## src/rtl/keypad_scanner_if.sv

```systemverilog
// Key-event channel from the keypad scanner to its consumer.
// The scanner is the master: it publishes key_code/key_valid/key_down/overrun
// and receives key_ack from the consumer.
interface keypad_scanner_if;
  logic [3:0] key_code;
  logic       key_valid;
  logic       key_ack;
  logic       key_down;
  logic       overrun;

  modport master (
    output key_code,
    output key_valid,
    output key_down,
    output overrun,
    input  key_ack
  );

  modport slave (
    input  key_code,
    input  key_valid,
    input  key_down,
    input  overrun,
    output key_ack
  );
endinterface

```

## src/rtl/keypad_scanner.sv

```systemverilog
// 4x4 matrix keypad scanner.
// Rotates a one-hot drive across the four scan lines, samples the synchronized
// row returns at the end of each step, classifies every 4-step frame as
// NONE / KEY(c) / MULTI, debounces press and release over DEBOUNCE frames and
// hands one key code per distinct press to the consumer via valid/ack.
module keypad_scanner #(
  parameter int unsigned SCAN_DIV = 1000,  // cycles per scan line, 4..65535
  parameter int unsigned DEBOUNCE = 4      // matching frames to accept, 1..15
) (
  input  logic                clk,
  input  logic                rst_n,
  input  logic [3:0]          rows_i,
  output logic [3:0]          lines_o,
  keypad_scanner_if.master    kev
);

  typedef enum logic [1:0] {IDLE, CONFIRM, HELD}       state_e;
  typedef enum logic [1:0] {FR_NONE, FR_KEY, FR_MULTI} frame_e;

  localparam logic [15:0] DIV_LAST = 16'(SCAN_DIV - 1);
  localparam logic [3:0]  DEB      = 4'(DEBOUNCE);

  // Row synchronizer
  logic [3:0] rows_s1_q, rows_s2_q;

  // Scan sequencing
  logic [15:0]     div_q;
  logic [1:0]      step_q;
  logic [3:0]      lines_q;
  logic [2:0][3:0] samp_q;   // samples of steps 0..2; step 3 is taken live
  logic            step_last;
  logic            frame_end;

  // Frame classification
  logic [3:0][3:0] frm;
  logic [2:0]      n_act;
  logic [1:0]      act_line;
  logic [3:0]      act_rows;
  logic [1:0]      row_idx;
  logic [3:0]      frame_code;
  frame_e          frame_cls;

  // Debounce FSM and registered outputs
  state_e     state_q;
  logic [3:0] cnt_q;
  logic [3:0] cnt_inc;
  logic [3:0] cand_q;
  logic [3:0] key_code_q;
  logic       key_valid_q;
  logic       key_down_q;
  logic       overrun_q;
  logic       accept;

  // Two-flop synchronizer: raw rows are asynchronous to clk
  always_ff @(posedge clk or negedge rst_n) begin
    if (!rst_n) begin
      rows_s1_q <= '0;
      rows_s2_q <= '0;
    end else begin
      rows_s1_q <= rows_i;
      rows_s2_q <= rows_s1_q;
    end
  end

  assign step_last = (div_q == DIV_LAST);
  assign frame_end = step_last && (step_q == 2'd3);

  // Step timer, one-hot line rotation and per-step row sampling
  always_ff @(posedge clk or negedge rst_n) begin
    if (!rst_n) begin
      div_q   <= '0;
      step_q  <= '0;
      lines_q <= 4'b0001;
      samp_q  <= '0;
    end else if (step_last) begin
      div_q   <= '0;
      step_q  <= step_q + 2'd1;
      lines_q <= {lines_q[2:0], lines_q[3]};
      case (step_q)
        2'd0:    samp_q[0] <= rows_s2_q;
        2'd1:    samp_q[1] <= rows_s2_q;
        2'd2:    samp_q[2] <= rows_s2_q;
        default: ;
      endcase
    end else begin
      div_q <= div_q + 16'd1;
    end
  end

  // The step-3 sample is the live synchronizer output on the frame-end cycle
  assign frm = {rows_s2_q, samp_q};

  // Classify the frame: exactly one active line carrying exactly one row is a KEY
  always_comb begin
    n_act    = '0;
    act_line = '0;
    act_rows = '0;
    row_idx  = '0;
    for (int l = 0; l < 4; l++) begin
      if (|frm[l]) begin
        n_act    = n_act + 3'd1;
        act_line = 2'(l);
        act_rows = frm[l];
      end
    end
    for (int r = 0; r < 4; r++) begin
      if (act_rows[r]) row_idx = 2'(r);
    end
    frame_code = {act_line, row_idx};
    if (n_act == 3'd0)
      frame_cls = FR_NONE;
    else if (n_act == 3'd1 && $onehot(act_rows))
      frame_cls = FR_KEY;
    else
      frame_cls = FR_MULTI;
  end

  assign cnt_inc = cnt_q + 4'd1;

  // A press is accepted on the frame end that completes the debounce run
  always_comb begin
    accept = 1'b0;
    if (frame_end && frame_cls == FR_KEY) begin
      case (state_q)
        IDLE:    accept = (DEB == 4'd1);
        CONFIRM: accept = (frame_code == cand_q) && (cnt_inc == DEB);
        default: accept = 1'b0;
      endcase
    end
  end

  // Debounce FSM with registered key outputs and the valid/ack handshake
  always_ff @(posedge clk or negedge rst_n) begin
    if (!rst_n) begin
      state_q     <= IDLE;
      cnt_q       <= '0;
      cand_q      <= '0;
      key_code_q  <= '0;
      key_valid_q <= 1'b0;
      key_down_q  <= 1'b0;
      overrun_q   <= 1'b0;
    end else if (accept) begin
      // An accept overrides a same-cycle ack; only an unacked pending key overruns
      cand_q      <= frame_code;
      key_code_q  <= frame_code;
      key_valid_q <= 1'b1;
      key_down_q  <= 1'b1;
      if (key_valid_q && !kev.key_ack) overrun_q <= 1'b1;
      state_q     <= HELD;
      cnt_q       <= '0;
    end else begin
      if (key_valid_q && kev.key_ack) key_valid_q <= 1'b0;
      if (frame_end) begin
        case (state_q)
          IDLE: begin
            if (frame_cls == FR_KEY) begin
              cand_q  <= frame_code;
              cnt_q   <= 4'd1;
              state_q <= CONFIRM;
            end
          end
          CONFIRM: begin
            if (frame_cls == FR_KEY && frame_code == cand_q) begin
              cnt_q <= cnt_inc;
            end else begin
              cnt_q   <= '0;
              state_q <= IDLE;
            end
          end
          HELD: begin
            // Release needs DEBOUNCE consecutive empty frames
            if (frame_cls == FR_NONE) begin
              if (cnt_inc == DEB) begin
                key_down_q <= 1'b0;
                cnt_q      <= '0;
                state_q    <= IDLE;
              end else begin
                cnt_q <= cnt_inc;
              end
            end else begin
              cnt_q <= '0;
            end
          end
          default: begin
            cnt_q   <= '0;
            state_q <= IDLE;
          end
        endcase
      end
    end
  end

  assign lines_o       = lines_q;
  assign kev.key_code  = key_code_q;
  assign kev.key_valid = key_valid_q;
  assign kev.key_down  = key_down_q;
  assign kev.overrun   = overrun_q;

endmodule

```

## src/flat_wrapper.sv

```systemverilog
// flat-port wrapper written by rule: the top's interface ports become plain ports
module keypad_scanner_flat 
#(
  parameter int unsigned SCAN_DIV = 1000,                                   
  parameter int unsigned DEBOUNCE = 4                                         
)
  (clk, rst_n, rows_i, lines_o, kev_key_code, kev_key_valid, kev_key_down, kev_overrun, kev_key_ack);
  keypad_scanner_if kev_i ();
  input  logic clk;
  input  logic rst_n;
  input  logic [3:0] rows_i;
  output logic [3:0] lines_o;
  output wire logic [$bits(kev_i.key_code)-1:0] kev_key_code;
  output wire logic [$bits(kev_i.key_valid)-1:0] kev_key_valid;
  output wire logic [$bits(kev_i.key_down)-1:0] kev_key_down;
  output wire logic [$bits(kev_i.overrun)-1:0] kev_overrun;
  input wire logic [$bits(kev_i.key_ack)-1:0] kev_key_ack;
  assign kev_key_code = kev_i.key_code;
  assign kev_key_valid = kev_i.key_valid;
  assign kev_key_down = kev_i.key_down;
  assign kev_overrun = kev_i.overrun;
  assign kev_i.key_ack = kev_key_ack;
  keypad_scanner #(.SCAN_DIV(SCAN_DIV), .DEBOUNCE(DEBOUNCE)) u_core (.clk(clk), .rst_n(rst_n), .rows_i(rows_i), .lines_o(lines_o), .kev(kev_i));
endmodule
```

## config.mk

```make
export PLATFORM = sky130hd
export DESIGN_NAME = keypad_scanner_flat
export DESIGN_NICKNAME = d
export VERILOG_FILES = /design/src/rtl/keypad_scanner_if.sv /design/src/rtl/keypad_scanner.sv /design/src/flat_wrapper.sv
export SDC_FILE = /design/constraint.sdc
export NUM_CORES = 1
export LEC_CHECK = 0
export ABC_AREA = 1
export CAP_MARGIN = 0
export CORE_AREA = 4 4 80 82
export DETAILED_ROUTE_END_ITERATION = 6
export DIE_AREA = 0 0 84 86
export GPL_ROUTABILITY_DRIVEN = 0
export PLACE_DENSITY_LB_ADDON = 0.08
export SLEW_MARGIN = 20
export SYNTH_ARGS = -nofsm -noshare
export SYNTH_HDL_FRONTEND = slang
export SYNTH_SLANG_ARGS = --single-unit
```

## constraint.sdc

```tcl
create_clock -name clk -period 3.9 [get_ports clk]
set_input_delay 0.78 -clock clk [delete_from_list [all_inputs] [get_ports clk]]
set_output_delay 0.78 -clock clk [all_outputs]
set_load 0.03 [all_outputs]
```

-- After elaboration in Yosys (flattened, before gate mapping)
Index checks and enable logic that the tools add are counted.
- word-level logic and storage cells: 114
- bits in registers: 59
- input bits: 7
- multiplexer cells: 44
- reduce and logical (&&, ||, !) cells: 31
- add/subtract/negate cells: 9
- equal/unequal tests: 15
- operators with widths (kind ; count):
    $mux 4 ; 14
    $mux 2 ; 12
    $add 16x1->16 const B ; 1
    $eq 16x10->1 const B ; 1
    $mux 16 ; 1
    $reduce_or 4->1 ; 4
    $reduce_bool 2->1 ; 7
    $mux 1 ; 12
    $pmux 4 s3 ; 1
    $reduce_and 2->1 ; 5
    $mux 3 ; 3
    $ne 3x1->1 const B ; 3
    $logic_and 1x1->1 ; 7
    $add 3x1->3 const B ; 2
    $eq 2x1->1 const B ; 3
    $eq 2x2->1 const B ; 3
    $eq 3x1->1 const B ; 2
    $logic_not 2->1 ; 3
    $pmux 2 s3 ; 1
    $reduce_and 5->1 ; 1
    $add 1x1->2 ; 2
    $add 4x1->4 const B ; 1
    $eq 4x3->1 const B ; 1
    $eq 4x4->1 ; 1
    other kinds (8) ; 8

-- Depth between registers and ports, before layout
- depth in word-level cells: 18
- gate-level depth with buffers: 21
- depth with buffers taken out: 21

-- Worst setup path after synthesis
No wires, ideal clock.
- kind: register to register
- start point: register u_core.rows_s2_q[1]
- end point: register u_core.key_code_q[3] (netlist: u_core.kev.key_code[3])
- cell stages (with the launch flop): 19
- period minus slack after synthesis: 3.021 ns
- arrival time: 2.899 ns
- slack: 0.879 ns
- required time: 3.778 ns
- buffers on the path: 1
- cell sequence: dfrtp_1 nor2_4 nand2_8 nor2_8 a21oi_4 or2_2 inv_1 nor2_1 ha_1 fa_1 nor2_1 nand2_1 nor2_4 nand3_2 nor2_4 nand3_4 buf_6 nand2_1 o21ai_2
- longest elaborated chain between the ends: 11
- elaborated cells between the ends (all ways): 22
- ends and longest elaborated chain (what ; line ; source):
    from (decl) ; keypad_scanner.sv:24 ; logic [3:0] rows_s1_q, rows_s2_q;
    from (signal assigned) ; keypad_scanner.sv:61 ; rows_s2_q <= rows_s1_q;
    $reduce_or 4->1 ; keypad_scanner.sv:100 ; if (|frm[l]) begin
    $mux 4 ; keypad_scanner.sv:100 ;
    $add 1x1->2 (not written as such) ; keypad_scanner.sv:112 ; else if (n_act == 3'd1 && $onehot(act_rows))
    $add 3x3->3 (not written as such) ; keypad_scanner.sv:112 ;
    $eq 3x1->1 ; keypad_scanner.sv:112 ;
    $logic_and 1x1->1 ; keypad_scanner.sv:112 ;
    $mux 2 ; keypad_scanner.sv:112 ;
    $mux 2 ; keypad_scanner.sv:110 ; if (n_act == 3'd0)
    $eq 2x1->1 ; keypad_scanner.sv:123 ; if (frame_end && frame_cls == FR_KEY) begin
    $logic_and 1x1->1 ; keypad_scanner.sv:123 ;
    $mux 1 ; keypad_scanner.sv:123 ;
    to (signal assigned) ; keypad_scanner.sv:145 ; key_code_q <= frame_code;
    to (decl) ; keypad_scanner.sv:48 ; logic [3:0] key_code_q;
Several ways; a longest one is shown, not always the timed one.
A chain may end at the register's enable or synchronous reset.

-- Final worst setup path
- start point: register u_core.rows_s2_q[0]
- end point: register u_core.cand_q[1]
- longest elaborated chain between the ends: 13
- elaborated cells between the ends (all ways): 30
- ends and longest elaborated chain (what ; line ; source):
    $reduce_or 4->1 ; keypad_scanner.sv:100 ;
    $mux 4 ; keypad_scanner.sv:100 ;
    $add 1x1->2 (not written as such) ; keypad_scanner.sv:112 ;
    $add 3x3->3 (not written as such) ; keypad_scanner.sv:112 ;
    $eq 3x1->1 ; keypad_scanner.sv:112 ;
    $logic_and 1x1->1 ; keypad_scanner.sv:112 ;
    $mux 2 ; keypad_scanner.sv:112 ;
    $mux 2 ; keypad_scanner.sv:110 ;
    $eq 2x1->1 ; keypad_scanner.sv:123, keypad_scanner.sv:156 ;
    $logic_and 1x1->1 ; keypad_scanner.sv:123 ;
    $mux 1 ; keypad_scanner.sv:123 ;
    $reduce_bool 2->1 (no line) ; - ;
    $reduce_and 3->1 (no line) ; - ;
    to (signal assigned) ; keypad_scanner.sv:144 ; cand_q <= frame_code;
    to (signal assigned) ; keypad_scanner.sv:157 ; cand_q <= frame_code;
    to (decl) ; keypad_scanner.sv:47 ; logic [3:0] cand_q;
Several ways; a longest one is shown, not always the timed one. The select of a mux whose other input is x is not followed.

==> impl_metrics.py <==
metrics = {
    "place": {
        "post-place-ws_ns": 0.570,
        "post-place-cells": 488,
        "post-dp-hpwl_um": 4540,
        "port_buffers": 17,
        "dpl-instance-area_sq_um": 3560,
    },
    "synthesis": {
        "synth-seq-cells": 59,
        "synth_area_per_cell_sq_um": 8.32,
        "yosysUniqueCellTypes": 43,
        "synth_top_cell_area_share_pct": 43.9,
        "synthesis.nets": 417,
        "synth_warnings": 0,
        "synth_top_cells_by_count": "105 x sky130_fd_sc_hd__nand2_1, 58 x sky130_fd_sc_hd__dfrtp_1, 57 x sky130_fd_sc_hd__inv_1, 28 x sky130_fd_sc_hd__nand3_1, 27 x sky130_fd_sc_hd__nor2_1",
        "count_leader_synth": "sky130_fd_sc_hd__nand2_1",
        "ys_top_cells_by_area": "sky130_fd_sc_hd__dfrtp_1 44%, sky130_fd_sc_hd__nand2_1 12%, sky130_fd_sc_hd__inv_1 6.5%",
        "edff_count_synth": 0,
        "netlist.top_cell.by_area": "sky130_fd_sc_hd__dfrtp_1",
        "netlist_area_sq_um": 3300,
        "async_reset_ff_share_pct": 100,
        "ys.flop_type": "sky130_fd_sc_hd__dfrtp_1",
        "synthesis.instances": 397,
        "synth-seq-area-share_pct": 44.7,
    },
    "grt": {
        "number_of_antenna_violations_at_the_first_check_in_global_routing": 0,
        "gr-total-overflow": 0,
        "grt_util_all_layers_pct": 19.3,
        "grt_first_pass_wirelength_um": 11200,
        "grt_start_max_net_pins": 38,
        "grt_pass1_vias": 2542,
    },
    "worst_setup_path": {
        "crit-reg2reg-launch": "u_core.rows_s2_q[0]$_DFF_PN0_",
        "start_kind": "register",
        "critPathKind": "register to register",
        "endpoint": "u_core.cand_q[1]$_DFFE_PN0P_",
        "crit_path_max_incr_delay_ns": 0.47,
        "cp_data_required_time_ns": 4.14,
        "timing.critical_path.fanout_max": 14,
        "regToRegSetupSlack_ns": 0.56,
        "critical_path_arrival_ns": 3.57,
        "worstRegToRegCells": 19,
        "path_depth": 19,
        "end_kind": "register",
        "path_buf_inv": 1,
        "timing.rr.end": "u_core.cand_q[1]$_DFFE_PN0P_",
        "path_cells": "nor2_4 -> nand2_8 -> nor2_8 -> a21oi_4 -> or2_2 -> inv_1 -> nor2_1 -> ha_1 -> fa_1 -> nor2_1 -> nand2_1 -> nor2_4 -> nand3_2 -> nor2_4 -> nand3_4 -> o21ai_4 -> nand2_4 -> nand2_1 -> nand2_1",
        "cp_top_family": "simple AND/OR/NAND/NOR gates",
        "crit_slowest_cell": "sky130_fd_sc_hd__fa_1",
        "cp_launch_point": "u_core.rows_s2_q[0]$_DFF_PN0_",
    },
    "job": {
        "max_cap_viol_count": 0,
    },
    "drt": {
        "wl_um": 5970,
        "drc_errors": 0,
        "detail_route.first_pass.iterations": 4,
        "route.vias.total": 2528,
        "dr_wl_met3_um": 182,
        "drt-initial-drc-count": 91,
        "uppermost_layer_routed": "met4",
        "wire_per_inst_um": 11.8,
        "detail_route.vias_per_cell": 5.02,
        "met1Wirelength_um": 2840,
        "met2RoutedLength_um": 2820,
        "antenna_violating_nets_post_route": 0,
    },
    "finish": {
        "stdcell_area_sq_um": 3760,
        "final_layout_size_suffix_gt1_share_pct": 16.3,
        "diodes": 0,
        "n_fill_cell": 518,
        "post_layout_nonfiller_instances": 504,
        "synthToLayoutAreaGrowth_pct": 13.9,
        "design.final.nets": 444,
    },
    "pwr": {
        "cellPowerDensity_nw_per_um2": 335,
        "post-layout-total-power_w": 0.00126,
        "leakagePower_nw": 1.91,
        "peakVddDrop_v": 0.000228,
    },
    "cts": {
        "cts.repair_timing.setup_buffer_count": 0,
        "cts_tree": "done",
        "clock_tree.htree_level_count": 3,
        "clock_insertion_delay_worst_skew_ns": 0.35,
        "post_cts_resize_count": 0,
        "cts_hold_repair.buffers": 0,
        "cts_made_buffers": 9,
        "clock_pin_slew_worst_setup_and_hold_paths_ns": 0.08,
        "cts.path.max_buffers": 2,
        "cts-root-buf": "sky130_fd_sc_hd__clkbuf_8",
        "cts_sinks": 59,
    },
    "floorplanning": {
        "boundaryPins": 18,
        "fp.dieW_um": 84,
        "design.die.area_sq_um": 7220,
        "design.core.area_sq_um": 5750,
        "floorplan.initialDensity_pct": 57.5,
        "dieHeight_um": 86,
        "rows": 28,
    },
    "timing": {
        "final-max-slew-violation-count": 0,
        "achievable-frequency_mhz": 300,
        "clock_skew_ns": 0.00875,
        "timing_hold_violations_final": 0,
        "setup_tns_ns": 0,
        "unrepaired_setup_endpoints_after_global_routing": "no",
        "post-route-worst-setup-slack_ns": 0.564,
        "min_period_over_period_pct": 85.5,
        "max_slew.worst_pin.slew_ns": 0.784,
        "setup_violations_final": 0,
        "timing.slew.headroom_pct": 47.7,
        "finalWorstPathRequiredPeriod_ns": 3.34,
    },
    "min_path": {
        "hp-class": "register to register",
        "whs_path_depth": 0,
    },
    "status": {
        "result_of_the_run": "finished clean",
    },
}
==> state kept, by name (all words and copies together), names as in the netlist <==
| signal | flops |
|---|---|
| u_core.div_q | 16 |
| u_core.frm | 12 |
| u_core.cand_q | 4 |
| u_core.cnt_q | 4 |
| u_core.kev.key_code | 4 |
| u_core.lines_o | 4 |
| u_core.rows_s1_q | 4 |
| u_core.rows_s2_q | 4 |
| u_core.state_q | 2 |
| u_core.step_q | 2 |
| u_core.kev.key_down | 1 |
| u_core.kev.key_valid | 1 |
| u_core.kev.overrun | 1 |
==> power breakdown <==
part           internal [W]  leakage (nW)  switching [W]
Sequential         0.000616         0.788     0.00000252
Clock              0.000319         0.108       0.000265
Combinational     0.0000187          1.02      0.0000408
Total              0.000953          1.91       0.000308
==> metrics by stage <==
step,hold slack [ns],util (%)
2_1_floorplan,0.331,-
3_3_place_gp,0.336,61.9
3_5_place_dp,0.335,61.9
4_1_cts,0.353,65.5
5_1_grt,0.362,65.5
6_report,0.348,65.5
==> per-layer routing <==
layer	vias to the layer above	GRT usage, %
li1	1305	-
met1	1176	25.0
met2	34	32.0
met3	13	3.27
met4	0	8.77
met5	-	0
==> cell type report <==
cell class | instances | area (sq um) | area share [%]
Tap cell | 75 | 93.8 | 2.49
Multi-Input combinational cell | 273 | 1570 | 41.7
Timing Repair Buffer | 18 | 173 | 4.59
Clock inverter | 6 | 70.1 | 1.86
Inverter | 63 | 241 | 6.42
Clock buffer | 10 | 138 | 3.66
Sequential cell | 59 | 1480 | 39.3
==> placed cells by master, fill, tap and decap left out, types with 5 or more instances in the layout <==
| cell type | synthesis | final |
|---|---|---|
| sky130_fd_sc_hd__nand2_1 | 105 | 105 |
| sky130_fd_sc_hd__xor2_1 | 5 | 5 |
| sky130_fd_sc_hd__nor2_2 | 8 | 8 |
| sky130_fd_sc_hd__inv_1 | 57 | 57 |
| sky130_fd_sc_hd__dfrtp_1 | 58 | 58 |
| sky130_fd_sc_hd__o21ai_0 | 20 | 20 |
| sky130_fd_sc_hd__ha_1 | 12 | 12 |
| sky130_fd_sc_hd__nor2_1 | 27 | 27 |
| sky130_fd_sc_hd__nor2_4 | 5 | 5 |
| sky130_fd_sc_hd__clkdlybuf4s50_1 | 0 | 16 |
| sky130_fd_sc_hd__nand2_2 | 14 | 14 |
| sky130_fd_sc_hd__nand3_1 | 28 | 28 |
| sky130_fd_sc_hd__clkbuf_8 | 0 | 10 |
| sky130_fd_sc_hd__nand4_1 | 6 | 6 |
==> cell families (layout without fill, tap and decap cells) <==
family	count (synthesis)	in the layout	share of synthesized area (%)
flip-flops	59	59	44.7
adder cells (fa/ha/maj)	13	13	5.15
buffers and inverters	65	97	7.76
AND/OR/NAND/NOR	217	217	33.3
AO/OA/AOI/OAI	36	36	7.23
XOR/XNOR	7	7	1.86
==> worst reg2reg max path, delay by kind of cell (launching register included) <==
family,cells,cell delay [ns]
AND/OR/NAND/NOR,14,1.81
adder cells (fa/ha/maj),2,0.68
flip-flops,1,0.41
AO/OA/AOI/OAI,2,0.25
buffers and inverters,1,0.10
==> worst min path at each step <==
stage | startpoint | end | slack, ns
finish | u_core.rows_s1_q[0]$_DFF_PN0_ | u_core.rows_s2_q[0]$_DFF_PN0_ | 0.35
global placement | u_core.rows_s1_q[3]$_DFF_PN0_ | u_core.rows_s2_q[3]$_DFF_PN0_ | 0.34
global route | u_core.rows_s1_q[1]$_DFF_PN0_ | u_core.rows_s2_q[1]$_DFF_PN0_ | 0.36
detailed placement | u_core.rows_s1_q[0]$_DFF_PN0_ | u_core.rows_s2_q[0]$_DFF_PN0_ | 0.33
floorplan | u_core.rows_s1_q[0]$_DFF_PN0_ | u_core.rows_s2_q[0]$_DFF_PN0_ | 0.33
CTS | u_core.rows_s1_q[0]$_DFF_PN0_ | u_core.rows_s2_q[0]$_DFF_PN0_ | 0.35
Note: power is estimated with default switching activity, not from simulation.
